==> src/rtl/coefficient_calculator_cu_if.sv <==
`default_nettype none
// ============================================================================
// Module   : coefficient_calculator_cu_if
// Purpose  : Start/done handshake, sample-memory read port and datapath load
//            strobes between the regression control unit and its datapath.
// Revision : 1.0 - initial release
// ============================================================================
interface coefficient_calculator_cu_if #(
    parameter int ADDR_W = 8
);
    logic              start;
    logic              busy;
    logic              done;
    logic              mem_rd;
    logic [ADDR_W-1:0] mem_addr;
    logic              dp_clr;
    logic              ldx;
    logic              ldy;
    logic              ldx_sum;
    logic              ldy_sum;
    logic              select1;
    logic              ldx_mean;
    logic              ldy_mean;
    logic              ldssxx;
    logic              ldssxy;
    logic              ldb1;
    logic              ldb0;
    logic              pass;

    modport master (
        input  start,
        output busy, done, mem_rd, mem_addr, dp_clr, ldx, ldy, ldx_sum, ldy_sum,
               select1, ldx_mean, ldy_mean, ldssxx, ldssxy, ldb1, ldb0, pass
    );

    modport slave (
        output start,
        input  busy, done, mem_rd, mem_addr, dp_clr, ldx, ldy, ldx_sum, ldy_sum,
               select1, ldx_mean, ldy_mean, ldssxx, ldssxy, ldb1, ldb0, pass
    );
endinterface
`default_nettype wire

==> src/rtl/coefficient_calculator_cu.sv <==
`default_nettype none
// ============================================================================
// Module   : coefficient_calculator_cu
// Purpose  : Two-pass sequencer for the linear-regression coefficient datapath
//            (sums/means, then SSxx/SSxy, then b1 and b0).
// Revision : 1.0 - initial release
// ============================================================================
module coefficient_calculator_cu #(
    parameter int N_SAMPLES = 150,
    parameter int ADDR_W    = 8
) (
    input  wire logic                    clk,
    input  wire logic                    rst,
    coefficient_calculator_cu_if.master  bus
);

    typedef enum logic [3:0] {
        S_IDLE   = 4'd0,
        S_CLR    = 4'd1,
        S_P1_RD  = 4'd2,
        S_P1_LD  = 4'd3,
        S_P1_ACC = 4'd4,
        S_MEAN_X = 4'd5,
        S_MEAN_Y = 4'd6,
        S_P2_RD  = 4'd7,
        S_P2_LD  = 4'd8,
        S_P2_ACC = 4'd9,
        S_B1     = 4'd10,
        S_B0     = 4'd11,
        S_DONE   = 4'd12
    } state_t;

    localparam logic [ADDR_W-1:0] c_LAST_IDX = ADDR_W'(N_SAMPLES - 1);

    state_t            state_q, state_d;
    logic [ADDR_W-1:0] cnt_q, cnt_d;
    logic              pass_q, pass_d;

    logic busy_q, done_q, mem_rd_q, dp_clr_q, ldx_q, ldy_q, ldx_sum_q, ldy_sum_q;
    logic select1_q, ldx_mean_q, ldy_mean_q, ldssxx_q, ldssxy_q, ldb1_q, ldb0_q;
    logic busy_d, done_d, mem_rd_d, dp_clr_d, ldx_d, ldy_d, ldx_sum_d, ldy_sum_d;
    logic select1_d, ldx_mean_d, ldy_mean_d, ldssxx_d, ldssxy_d, ldb1_d, ldb0_d;

    always_comb begin
        state_d = state_q;
        cnt_d   = cnt_q;
        pass_d  = pass_q;
        unique case (state_q)
            S_IDLE:   if (bus.start) state_d = S_CLR;
            S_CLR:    begin cnt_d = '0; pass_d = 1'b0; state_d = S_P1_RD; end
            S_P1_RD:  state_d = S_P1_LD;
            S_P1_LD:  state_d = S_P1_ACC;
            S_P1_ACC: begin
                if (cnt_q == c_LAST_IDX) begin
                    state_d = S_MEAN_X;
                end else begin
                    cnt_d   = cnt_q + ADDR_W'(1);
                    state_d = S_P1_RD;
                end
            end
            S_MEAN_X: state_d = S_MEAN_Y;
            S_MEAN_Y: begin cnt_d = '0; pass_d = 1'b1; state_d = S_P2_RD; end
            S_P2_RD:  state_d = S_P2_LD;
            S_P2_LD:  state_d = S_P2_ACC;
            S_P2_ACC: begin
                if (cnt_q == c_LAST_IDX) begin
                    state_d = S_B1;
                end else begin
                    cnt_d   = cnt_q + ADDR_W'(1);
                    state_d = S_P2_RD;
                end
            end
            S_B1:     state_d = S_B0;
            S_B0:     state_d = S_DONE;
            S_DONE:   state_d = S_IDLE;
            default:  state_d = S_IDLE;
        endcase
    end

    // Strobes are decoded from the next state so the registered copies are
    // exactly the Moore outputs of the state being entered.
    always_comb begin
        busy_d     = (state_d != S_IDLE);
        done_d     = (state_d == S_DONE);
        mem_rd_d   = (state_d == S_P1_RD)  || (state_d == S_P2_RD);
        dp_clr_d   = (state_d == S_CLR);
        ldx_d      = (state_d == S_P1_LD)  || (state_d == S_P2_LD);
        ldy_d      = ldx_d;
        ldx_sum_d  = (state_d == S_P1_ACC);
        ldy_sum_d  = ldx_sum_d;
        select1_d  = (state_d == S_MEAN_Y);
        ldx_mean_d = (state_d == S_MEAN_X);
        ldy_mean_d = (state_d == S_MEAN_Y);
        ldssxx_d   = (state_d == S_P2_ACC);
        ldssxy_d   = ldssxx_d;
        ldb1_d     = (state_d == S_B1);
        ldb0_d     = (state_d == S_B0);
    end

    always_ff @(posedge clk) begin
        if (rst) begin
            state_q    <= S_IDLE;
            cnt_q      <= '0;
            pass_q     <= 1'b0;
            busy_q     <= 1'b0;
            done_q     <= 1'b0;
            mem_rd_q   <= 1'b0;
            dp_clr_q   <= 1'b0;
            ldx_q      <= 1'b0;
            ldy_q      <= 1'b0;
            ldx_sum_q  <= 1'b0;
            ldy_sum_q  <= 1'b0;
            select1_q  <= 1'b0;
            ldx_mean_q <= 1'b0;
            ldy_mean_q <= 1'b0;
            ldssxx_q   <= 1'b0;
            ldssxy_q   <= 1'b0;
            ldb1_q     <= 1'b0;
            ldb0_q     <= 1'b0;
        end else begin
            state_q    <= state_d;
            cnt_q      <= cnt_d;
            pass_q     <= pass_d;
            busy_q     <= busy_d;
            done_q     <= done_d;
            mem_rd_q   <= mem_rd_d;
            dp_clr_q   <= dp_clr_d;
            ldx_q      <= ldx_d;
            ldy_q      <= ldy_d;
            ldx_sum_q  <= ldx_sum_d;
            ldy_sum_q  <= ldy_sum_d;
            select1_q  <= select1_d;
            ldx_mean_q <= ldx_mean_d;
            ldy_mean_q <= ldy_mean_d;
            ldssxx_q   <= ldssxx_d;
            ldssxy_q   <= ldssxy_d;
            ldb1_q     <= ldb1_d;
            ldb0_q     <= ldb0_d;
        end
    end

    assign bus.busy     = busy_q;
    assign bus.done     = done_q;
    assign bus.mem_rd   = mem_rd_q;
    assign bus.mem_addr = cnt_q;
    assign bus.dp_clr   = dp_clr_q;
    assign bus.ldx      = ldx_q;
    assign bus.ldy      = ldy_q;
    assign bus.ldx_sum  = ldx_sum_q;
    assign bus.ldy_sum  = ldy_sum_q;
    assign bus.select1  = select1_q;
    assign bus.ldx_mean = ldx_mean_q;
    assign bus.ldy_mean = ldy_mean_q;
    assign bus.ldssxx   = ldssxx_q;
    assign bus.ldssxy   = ldssxy_q;
    assign bus.ldb1     = ldb1_q;
    assign bus.ldb0     = ldb0_q;
    assign bus.pass     = pass_q;

endmodule
`default_nettype wire

==> src/flat_wrapper.sv <==
// flat-port wrapper written by rule: the top's interface ports become plain ports
module coefficient_calculator_cu_flat 
#(
    parameter int N_SAMPLES = 150,
    parameter int ADDR_W    = 8
)
  (clk, rst, bus_start, bus_busy, bus_done, bus_mem_rd, bus_mem_addr, bus_dp_clr, bus_ldx, bus_ldy, bus_ldx_sum, bus_ldy_sum, bus_select1, bus_ldx_mean, bus_ldy_mean, bus_ldssxx, bus_ldssxy, bus_ldb1, bus_ldb0, bus_pass);
  coefficient_calculator_cu_if #(.ADDR_W(ADDR_W)) bus_i ();
  input  wire logic clk;
  input  wire logic rst;
  input wire logic [$bits(bus_i.start)-1:0] bus_start;
  output wire logic [$bits(bus_i.busy)-1:0] bus_busy;
  output wire logic [$bits(bus_i.done)-1:0] bus_done;
  output wire logic [$bits(bus_i.mem_rd)-1:0] bus_mem_rd;
  output wire logic [$bits(bus_i.mem_addr)-1:0] bus_mem_addr;
  output wire logic [$bits(bus_i.dp_clr)-1:0] bus_dp_clr;
  output wire logic [$bits(bus_i.ldx)-1:0] bus_ldx;
  output wire logic [$bits(bus_i.ldy)-1:0] bus_ldy;
  output wire logic [$bits(bus_i.ldx_sum)-1:0] bus_ldx_sum;
  output wire logic [$bits(bus_i.ldy_sum)-1:0] bus_ldy_sum;
  output wire logic [$bits(bus_i.select1)-1:0] bus_select1;
  output wire logic [$bits(bus_i.ldx_mean)-1:0] bus_ldx_mean;
  output wire logic [$bits(bus_i.ldy_mean)-1:0] bus_ldy_mean;
  output wire logic [$bits(bus_i.ldssxx)-1:0] bus_ldssxx;
  output wire logic [$bits(bus_i.ldssxy)-1:0] bus_ldssxy;
  output wire logic [$bits(bus_i.ldb1)-1:0] bus_ldb1;
  output wire logic [$bits(bus_i.ldb0)-1:0] bus_ldb0;
  output wire logic [$bits(bus_i.pass)-1:0] bus_pass;
  assign bus_i.start = bus_start;
  assign bus_busy = bus_i.busy;
  assign bus_done = bus_i.done;
  assign bus_mem_rd = bus_i.mem_rd;
  assign bus_mem_addr = bus_i.mem_addr;
  assign bus_dp_clr = bus_i.dp_clr;
  assign bus_ldx = bus_i.ldx;
  assign bus_ldy = bus_i.ldy;
  assign bus_ldx_sum = bus_i.ldx_sum;
  assign bus_ldy_sum = bus_i.ldy_sum;
  assign bus_select1 = bus_i.select1;
  assign bus_ldx_mean = bus_i.ldx_mean;
  assign bus_ldy_mean = bus_i.ldy_mean;
  assign bus_ldssxx = bus_i.ldssxx;
  assign bus_ldssxy = bus_i.ldssxy;
  assign bus_ldb1 = bus_i.ldb1;
  assign bus_ldb0 = bus_i.ldb0;
  assign bus_pass = bus_i.pass;
  coefficient_calculator_cu #(.N_SAMPLES(N_SAMPLES), .ADDR_W(ADDR_W)) u_core (.clk(clk), .rst(rst), .bus(bus_i));
endmodule
==> config.mk <==
export PLATFORM = sky130hd
export DESIGN_NAME = coefficient_calculator_cu_flat
export DESIGN_NICKNAME = d
export VERILOG_FILES = /design/src/rtl/coefficient_calculator_cu_if.sv /design/src/rtl/coefficient_calculator_cu.sv /design/src/flat_wrapper.sv
export SDC_FILE = /design/constraint.sdc
export NUM_CORES = 1
export LEC_CHECK = 0
export ABC_AREA = 0
export CAP_MARGIN = 20
export CORE_AREA = 2 2 52 54
export DETAILED_ROUTE_END_ITERATION = 7
export DIE_AREA = 0 0 54 56
export PLACE_DENSITY = 0.8
export RECOVER_POWER = 50
export SYNTH_ARGS = -nofsm -noshare
export SYNTH_HDL_FRONTEND = slang
export SYNTH_SLANG_ARGS = --single-unit
==> constraint.sdc <==
create_clock -name clk -period 2 [get_ports clk]
set_input_delay 0.4 -clock clk [delete_from_list [all_inputs] [get_ports clk]]
set_output_delay 0.4 -clock clk [all_outputs]
set_load 0.1 [all_outputs]
Word-level counts from Yosys, hierarchy flattened
Cells that the tools add are included.
Word-level totals
  flip-flop bits (word level): 24
Operators by class
  eq/ne operators: 25
  reductions and logical operators: 9
  $add $sub $neg: 1
  muxes and demuxes: 7
Operators by type and width (count)
  4-bit one-hot mux with 12 select lines: 1
  4-bit == test, second input constant: 9
  4-bit by 3-bit == test with 1-bit output, second input constant: 8
  4-bit by 2-bit == test with 1-bit output, second input constant: 4
  8-bit one-hot mux with 2 select lines: 1
  8-bit by 1-bit adder with 8-bit output, second input constant: 1
  4-bit by 1-bit == test with 1-bit output, second input constant: 2
  8-bit == test, second input constant: 1
  4-bit 2-to-1 mux: 2
  8-bit 2-to-1 mux: 1
  4-bit zero test: 1
  2-bit nonzero test: 2
  4-bit nonzero test: 1
  2-bit OR reduction: 2
  3-bit 2-to-1 mux: 1
  1-bit logical OR: 2
  2-bit inequality test, second input constant: 1
  1-bit one-hot mux with 2 select lines: 1
  2-bit AND reduction: 1

Depth between registers and ports, before layout
Gate-level depths: netlist (run 1).
  depth after elaboration: 5
  depth in mapped cells: 7

Worst setup path before layout (run 1)
OpenSTA, ideal clock, no wires.
  kind: flip-flop to flip-flop
  from: register u_core.cnt_q[0] (netlist: u_core.bus.mem_addr[0])
  to: register u_core.ldx_q (netlist: u_core.bus.ldx)
  data arrival time: 2.292 ns
  setup slack: -0.366 ns
  clock period less this slack: 2.366 ns
  library setup time: 0.075 ns
  cell stages (with the launch flop): 7
  cells stage by stage: dfxtp_1 -> ha_1 -> nand4bb_1 -> or2_1 -> buf_2 -> a221o_1 -> o22ai_1
Between the ends
  cells in the longest elaborated chain, start to end: 5
Ends and longest elaborated chain
  start: declaration: RTL line coefficient_calculator_cu.sv:36  | logic [ADDR_W-1:0] cnt_q, cnt_d;
  start signal: assignment: RTL line coefficient_calculator_cu.sv:122  | cnt_q <= cnt_d;
  8-bit == test *: RTL line coefficient_calculator_cu.sv:54, coefficient_calculator_cu.sv:66
  4-bit 2-to-1 mux or 3-bit 2-to-1 mux (tied branches): RTL line coefficient_calculator_cu.sv:66, coefficient_calculator_cu.sv:54
  4-bit one-hot mux with 12 select lines *: RTL line coefficient_calculator_cu.sv:48  | unique case (state_q)
  4-bit by 2-bit == test with 1-bit output or 4-bit == test (tied branches): RTL line coefficient_calculator_cu.sv:87  | ldx_d = (state_d == S_P1_LD) || (state_d == S_P2_LD);
  1-bit logical OR *: RTL line coefficient_calculator_cu.sv:87
  end signal: assignment: RTL line coefficient_calculator_cu.sv:128  | ldx_q <= ldx_d;
  end: declaration: RTL line coefficient_calculator_cu.sv:39  | logic busy_q, done_q, mem_rd_q, dp_clr_q, ldx_q, ldy_q, ldx_sum_q, ldy_sum_q;
Every way passes the cells marked *; elsewhere a longest branch is shown, timed or not.
A chain may end at the register's enable or synchronous reset.

Worst setup path after layout (run 1)
  from: register u_core.state_q[3]
  to: register u_core.cnt_q[4] (netlist: u_core.bus.mem_addr[4])
Between the ends
  cells in the longest elaborated chain, start to end: 4
Ends and longest elaborated chain
  start: declaration: RTL line coefficient_calculator_cu.sv:35  | state_t state_q, state_d;
  start signal: assignment: RTL line coefficient_calculator_cu.sv:121  | state_q <= state_d;
  4-bit by 3-bit == test with 1-bit output (tied with other cells): RTL line coefficient_calculator_cu.sv:48
  2-bit OR reduction (no source line)
  2-bit inequality test (no source line) or 2-bit nonzero test (tied branches)
  2-bit AND reduction (no source line)
Several ways; a longest one is shown, not always the timed one.

==> results of run 1 <==
power by group:
part / total [W] / switching, W / internal, W
registers: 0.000509 / 0.0000178 / 0.000491
logic: 0.000156 / 0.000120 / 0.0000354
clock network: 0.000258 / 0.000147 / 0.000111
total: 0.000923 / 0.000285 / 0.000638
cell usage in the layout, fill, tap and decap left out, types with 2 or more instances in the layout:
| cell | n |
|---|---|
| nor3_1 | 6 |
| or3_1 | 8 |
| o21ai_1 | 2 |
| buf_4 | 9 |
| clkbuf_2 | 17 |
| nand2b_1 | 3 |
| inv_1 | 7 |
| a21oi_1 | 9 |
| or2_0 | 3 |
| nand3b_1 | 2 |
| nand3_1 | 9 |
| nor2_1 | 6 |
| dfxtp_2 | 7 |
| mux2i_1 | 2 |
| or2_1 | 2 |
| nand2_1 | 4 |
| clkbuf_4 | 3 |
| o31ai_1 | 2 |
| nor4_1 | 4 |
| a31oi_1 | 3 |
| o21ai_0 | 3 |
| dfxtp_1 | 17 |
| ha_1 | 2 |
path summary, 6_finish.rpt:
path / to / cells past startpoint
worst max register to register: u_core.bus.mem_addr[4] / 4
worst min register to register: u_core.bus.mem_addr[7] / 1
worst min-delay path: u_core.bus.mem_addr[7] / 1
worst max-delay path: u_core.bus.mem_addr[4] / 4
layout make-up:
| cell class | count | area [sq um] |
|---|---|---|
| Fill cell | 241 | 1100 |
| Inverter | 7 | 26.3 |
| Clock buffer | 4 | 36.3 |
| Multi-Input combinational cell | 87 | 566 |
| Tap cell | 30 | 37.5 |
| Timing Repair Buffer | 28 | 173 |
| Sequential cell | 24 | 489 |
layer usage:
layer / share of wire [%] / track usage, % / wire [um] / vias to the layer above
met1: 45 / 22.8 / 1120 / 468
li1: - / - / - / 508
met2: 47 / 27.2 / 1150 / 39
met3: 6.5 / 3.23 / 161 / 5
met4: 1.6 / 6.79 / 39 / 0
met5: 0 / 0 / 0 / -
cells in the mapped netlist (all sizes together):
cell type and n:
a211o 1, a21o 1, a21oi 9, a221o 1, a31oi 3, and3 1
and3b 1, and4bb 1, buf 8, clkbuf 3, dfxtp 24, ha 2
inv 7, mux2i 2, nand2 4, nand2b 3, nand3 9, nand3b 2
nand4b 1, nand4bb 1, nor2 6, nor3 6, nor3b 2, nor4 4
nor4b 1, o211ai 1, o21a 1, o21ai 5, o221ai 1, o22ai 1
o311ai 1, o31ai 2, or2 6, or3 8
flip-flops by register name, summed over array words and instances, names as in the netlist:
register,cells
u_core.bus.busy,1
u_core.bus.done,1
u_core.bus.dp_clr,1
u_core.bus.ldb0,1
u_core.bus.ldb1,1
u_core.bus.ldssxx,1
u_core.bus.ldx,1
u_core.bus.ldx_mean,1
u_core.bus.ldx_sum,1
u_core.bus.mem_addr,8
u_core.bus.mem_rd,1
u_core.bus.pass,1
u_core.bus.select1,1
u_core.state_q,4
cells by family (layout without fill, tap and decap cells):
logic type               after synthesis  count (layout)  share of synthesized area (%)
adder cells (fa/ha/maj)                2               2                           2.20
multiplexers                           2               2                           1.76
buffers and inverters                 18              39                           8.13
AND/OR/NAND/NOR                       56              56                           30.3
flip-flops                            24              24                           42.2
AO/OA/AOI/OAI                         27              27                           15.4
worst reg2reg max path, cell delays in order (launching register included):
cell and delay, ns:
dfxtp_1 0.64, and3b_4 0.33, o221ai_2 0.22, or3_1 0.40, a21oi_1 0.15
through the flow:
| stage | std cells | hold WS [ns] |
|---|---|---|
| CTS | 180 | 0.482 |
| detailed placement | 176 | 0.468 |
| global route | 180 | 0.499 |
| finish | 180 | 0.478 |
| floorplan | 129 | 0.507 |
| global placement | 176 | 0.455 |
==> implementation parameters, run 1 <==
Parameter                              Value

Timing
  Final critical delay including setup and external delays ... 1.79 ns
  Unrepaired setup endpoints after global routing ... false
  Final Slew Violations ... 0
  Max-slew headroom at the worst pin ... 64.0%
  Number of endpoints failing setup at the final stage ... 0
  Crit share post-route ... 89.7%
  Measured slew at the worst slew-check pin ... 0.542 ns
  Sum of negative setup slack ... 0 ns
  Hold Fails Final Rpt ... 0
  Clock tree skew after final layout ... 0.00107 ns
  Max Freq ... 0.558 GHz
  Minimum setup slack in the final design ... 0.207 ns

Power
  Leakage power ... 0.521 nW
  Final total power ... 0.000923 W
  Maximum VDD drop ... 0.396 mV
  Power Density ... 695 mW/mm^2

Setup path
  Worst setup path class ... reg -> reg
  Slowest cell on the critical path ... dfxtp_1
  Top fanout value on the critical path ... 13
  Count of buffering cells on the critical path with inverters included ... 0
  Arrival time at the worst endpoint ... 2.05 ns
  Register-to-register path setup slack ... 0.21 ns
  Sequence of cells on the critical path ... and3b_4 > o221ai_2 > or3_1 > a21oi_1
  Startpoint of the most critical setup path ... u_core.state_q[3]
  Delay contributed by the slowest stage of the critical path ... 0.64 ns
  Worst r2r src ... u_core.state_q[3]
  Cell family with the largest share of critical-path delay ... simple AND/OR/NAND/NOR gates
  Capturing element type of the critical path ... register
  Data required, critical path ... 2.25 ns
  Kind of start point of the critical path ... register

Placement
  Port Buffer Count ... 26
  Cell area after placement ... 0.00133 sq mm
  Weighted congestion reported at the end of routability-driven placement ... 0.831
  Pre-CTS setup slack ... 0.248 ns
  Half-perimeter wire length after detailed placement ... 1.85 mm

Drt
  Detailed router's first-iteration violation count ... 26
  Final wirelength ... 2.47 mm
  Avg Vias per Cell ... 5.67
  Remaining routing DRC violations ... 0
  Pre-antenna DRT Iters ... 4
  Post-route antenna net violation count ... 0
  Final routed wire length divided by cell count ... 13.7 um
  Via count of the routed design ... 1020

Clock tree
  Reg clk slew, reported paths ... 0.13 ns
  Number of levels the H-tree was split into ... 1
  TritonCTS buffer count ... 3
  Cells resized by post-CTS repair ... 0
  CTS Hold Buffers Added ... 0
  Buffer count from post-CTS setup fixing ... 0
  Root Buffer Master ... clkbuf_4
  Clock latency on the worst-skew pair ... 0.31 ns
  Maximum buffer depth of the clock tree ... 2
  TritonCTS Sinks ... 24
  CTS tree ... done

Global routing
  Number of global-route vias before repair ... 939
  Maximum number of pins on one net before global-route repair ... 14
  Total routing usage reported by global routing ... 17.3%
  Global-route wire length before repair ... 4.05 mm
  Number of antenna violations at the first check in global routing ... 0
  Total global routing overflow ... 0

Synth
  Net count after synthesis ... 134
  Top cells by area in the synthesized netlist ... dfxtp_1 42%, or3_1 4.4%, a21oi_1 4.0%
  Leading area contributor after synthesis ... dfxtp_1
  Yosys warning total ... 0
  Area share of the largest cell type after synthesis ... 42.2%
  Synthesized cell area ... 0.00114 sq mm
  Count of mapped cells out of synthesis ... 129
  Avg Inst Size Synth ... 8.83 sq um
  Portion of the post-synthesis area used by sequential elements ... 42.2%
  Register bit count reported by yosys ... 24
  Synth cell types ... 41

Layout
  Proportion of layout cells with a drive suffix above 1 ... 27.3%
  Final standard cell utilization of the core ... 54.6%
  Total non-filler cell area in the finished layout ... 0.00133 sq mm
  Area Growth Syn to Fin ... 16.6%
  Final-stage net count ... 156
  Diodes inserted ... 0

Floorplan
  Die extent in x ... 54 um
  Placeable Area ... 0.00243 sq mm
  Row cnt ... 18
  Initial core utilization ... 46.8%
  Die area ... 0.00302 sq mm
  I/O pin count ... 27
  Die Y-Extent ... 56 um

Hold path
  Path category of the worst min-delay check ... reg -> reg
  Hold_sp ... u_core.bus.mem_addr[7]

Run
  Max-cap violations ... 0

Status
  Run status ... finished clean
No activity file was read; power rests on OpenSTA's default activity.
==> run 2, diff against run 1 <==
CAP_MARGIN = 10   (was 20)
CTS_BUF_LIST = sky130_fd_sc_hd__clkbuf_16   (was unset)
==> run 2 against run 1 <==
Compared with the run above:
- setup slack better by 0.018 ns
- critical path depth unchanged
- wire length down 0.73%
- global-route usage up 0.28 points
- sequential power about the same
- register-to-register slack better by 0.02 ns
- first-iteration DRC count down 7.7%
- total power up 18%
- sequential share of layout area down 0.95 points
- die area unchanged
- flip-flop and latch count unchanged
- clock power up 66%
==> implementation parameters, run 2 (synthesized netlist as in run 1, its figures left out) <==
Parameter                              Value

Setup path
  Worst setup path class ... reg -> reg (unchanged)
  Delay contributed by the slowest stage of the critical path ... 0.62 ns (was 0.64 ns)
  Data required, critical path ... 2.18 ns (was 2.25 ns)
  Kind of start point of the critical path ... register (unchanged)
  Cell family with the largest share of critical-path delay ... simple AND/OR/NAND/NOR gates (unchanged)
  Capturing element type of the critical path ... register (unchanged)
  Arrival time at the worst endpoint ... 1.96 ns (was 2.05 ns)
  Top fanout value on the critical path ... 13 (unchanged)
  Sequence of cells on the critical path ... and3b_4 > o221ai_2 > or3_1 > a21oi_1 (unchanged)
  Count of buffering cells on the critical path with inverters included ... 0 (unchanged)
  Slowest cell on the critical path ... dfxtp_1 (unchanged)

Layout
  Most common cell after layout, fill and taps aside ... clkbuf_2
  Number of flip-flops in the largest register ... 8 (unchanged)
  Diodes inserted ... 0 (unchanged)
  Area Growth Syn to Fin ... 19.7% (was 16.6%)
  Multi-input logic area ... 566 sq um (unchanged)
  Proportion of layout cells with a drive suffix above 1 ... 26.7% (was 27.3%)
  Most frequent cells in the layout ... 20 x clkbuf_2, 17 x dfxtp_1, 9 x a21oi_1, 9 x nand3_1, 8 x or3_1 (was 17 x clkbuf_2, 17 x dfxtp_1, 9 x a21oi_1, 9 x nand3_1, 9 x buf_4)
  Final-stage net count ... 156 (unchanged)
  Filler Cells Inserted ... 239 (was 241)
  FF/Latch Area ... 489 sq um (unchanged)

Clock tree
  Cells resized by post-CTS repair ... 0 (unchanged)
  Root Buffer Master ... clkbuf_16 (was clkbuf_4)
  TritonCTS buffer count ... 3 (unchanged)
  CTS Hold Buffers Added ... 0 (unchanged)
  CTS tree ... done (unchanged)
  Clock latency on the worst-skew pair ... 0.25 ns (was 0.31 ns)
  Reg clk slew, reported paths ... 0.06 ns (was 0.13 ns)
  Buffer count from post-CTS setup fixing ... 0 (unchanged)
  Maximum buffer depth of the clock tree ... 2 (unchanged)
  Number of levels the H-tree was split into ... 1 (unchanged)
  TritonCTS Sinks ... 24 (unchanged)

Timing
  Number of endpoints failing setup at the final stage ... 0 (unchanged)
  Max-slew headroom at the worst pin ... 64.0% (about the same)
  Max Freq ... 0.563 GHz (was 0.558 GHz)
  Final critical delay including setup and external delays ... 1.77 ns (was 1.79 ns)
  Measured slew at the worst slew-check pin ... 0.542 ns (about the same)
  Clock tree skew after final layout ... 0.00259 ns (was 0.00107 ns)
  Unrepaired setup endpoints after global routing ... false (unchanged)
  Crit share post-route ... 88.7% (was 89.7%)
  Hold Fails Final Rpt ... 0 (unchanged)
  Final Slew Violations ... 0 (unchanged)
  Sum of negative setup slack ... 0 ns (unchanged)

Global routing
  Met3 global-route usage ... 3.23% (unchanged)
  Total routing usage reported by global routing ... 17.5% (was 17.3%)
  Number of antenna violations at the first check in global routing ... 0 (unchanged)
  Global-route wire length before repair ... 4.09 mm (was 4.05 mm)
  Highest-utilization routing layer at the global route stage ... met2 (unchanged)
  M2 GR Usage ... 27.7% (was 27.2%)
  Maximum number of pins on one net before global-route repair ... 14 (unchanged)
  Met1 track demand over resource ... 23.0% (was 22.8%)
  Number of global-route vias before repair ... 940 (was 939)
  Total global routing overflow ... 0 (unchanged)

Drt
  Remaining routing DRC violations ... 0 (unchanged)
  Final routed wire length divided by cell count ... 13.6 um (was 13.7 um)
  Via count of the routed design ... 1017 (was 1020)
  Detailed router's first-iteration violation count ... 24 (was 26)
  Pre-antenna DRT Iters ... 4 (unchanged)
  Avg Vias per Cell ... 5.65 (was 5.67)
  Final wirelength ... 2.45 mm (was 2.47 mm)
  Post-route antenna net violation count ... 0 (unchanged)

Power
  Final total power ... 0.00109 W (was 0.000923 W)
  Power Density ... 801 mW/mm^2 (was 695 mW/mm^2)
  Leakage power ... 0.538 nW (was 0.521 nW)
  Maximum VDD drop ... 0.704 mV (was 0.396 mV)

Floorplan
  Die area ... 0.00302 sq mm (unchanged)
  Die Y-Extent ... 56 um (unchanged)
  Placeable Area ... 0.00243 sq mm (unchanged)
  Row cnt ... 18 (unchanged)
  Initial core utilization ... 46.8% (unchanged)
  I/O pin count ... 27 (unchanged)
  Die extent in x ... 54 um (unchanged)

Placement
  Port Buffer Count ... 26 (unchanged)
  Weighted congestion reported at the end of routability-driven placement ... 0.831 (unchanged)
  Half-perimeter wire length after detailed placement ... 1.85 mm (unchanged)

Status
  Run status ... finished clean (unchanged)

Hold path
  Path category of the worst min-delay check ... reg -> reg (unchanged)

Run
  Max-cap violations ... 0 (unchanged)
-- run 2: cell types whose count changed in the layout (fill, tap and decap cells not counted), moves of 3 or more --
cell       delta
buf_4         -3
clkbuf_16     +3
clkbuf_2      +3
clkbuf_4      -3
-- run 2: area by class of cell --
| cell class | count | share of cell area (%) |
|---|---|---|
| Inverter | 7 | 1.93 |
| Tap cell | 30 | 2.75 |
| Clock inverter | 1 | 0.275 |
| Sequential cell | 24 | 35.9 |
| Clock buffer | 3 | 5.51 |
| Multi-Input combinational cell | 87 | 41.5 |
| Timing Repair Buffer | 28 | 12.1 |
-- run 2: worst paths after layout --
kind	slack, ns	depth (start not counted)	endpoint	start
min	0.47	1	u_core.bus.mem_addr[7]	u_core.bus.mem_addr[7]
max	0.23	4	u_core.bus.mem_addr[4]	u_core.state_q[3]
min reg2reg	0.47	1	u_core.bus.mem_addr[7]	u_core.bus.mem_addr[7]
max reg2reg	0.23	4	u_core.bus.mem_addr[4]	u_core.state_q[3]
-- run 2: stage by stage --
step           instances  util [%]  setup slack (ns)  instance area [sq um]  hold WS (ns)
2_1_floorplan        129         -           0.00801                   1150         0.507
3_3_place_gp         176      54.8             0.291                   1330         0.455
3_5_place_dp         176      54.8             0.248                   1330         0.468
4_1_cts              180      58.1             0.226                   1410         0.472
5_1_grt              180      56.0            0.0977                   1360         0.489
6_report             180      56.0             0.225                   1360         0.468
-- run 2: worst register-to-register path: stages, from the launching register on --
cell and delay [ns]:
dfxtp_1 0.62, and3b_4 0.33, o221ai_2 0.22, or3_1 0.40, a21oi_1 0.15
-- run 2: layer usage --
metal	share of wire, %	vias up
met5	0	-
met3	6.3	5
met1	45	463
li1	-	506
met2	47	43
met4	1.8	0
-- run 2: power breakdown --
group | switching [W] | internal [W] | total (W) | leakage [nW]
registers | 0.0000177 | 0.000491 | 0.000509 | 0.198
logic | 0.000120 | 0.0000356 | 0.000156 | 0.301
clock network | 0.000160 | 0.000267 | 0.000427 | 0.0385
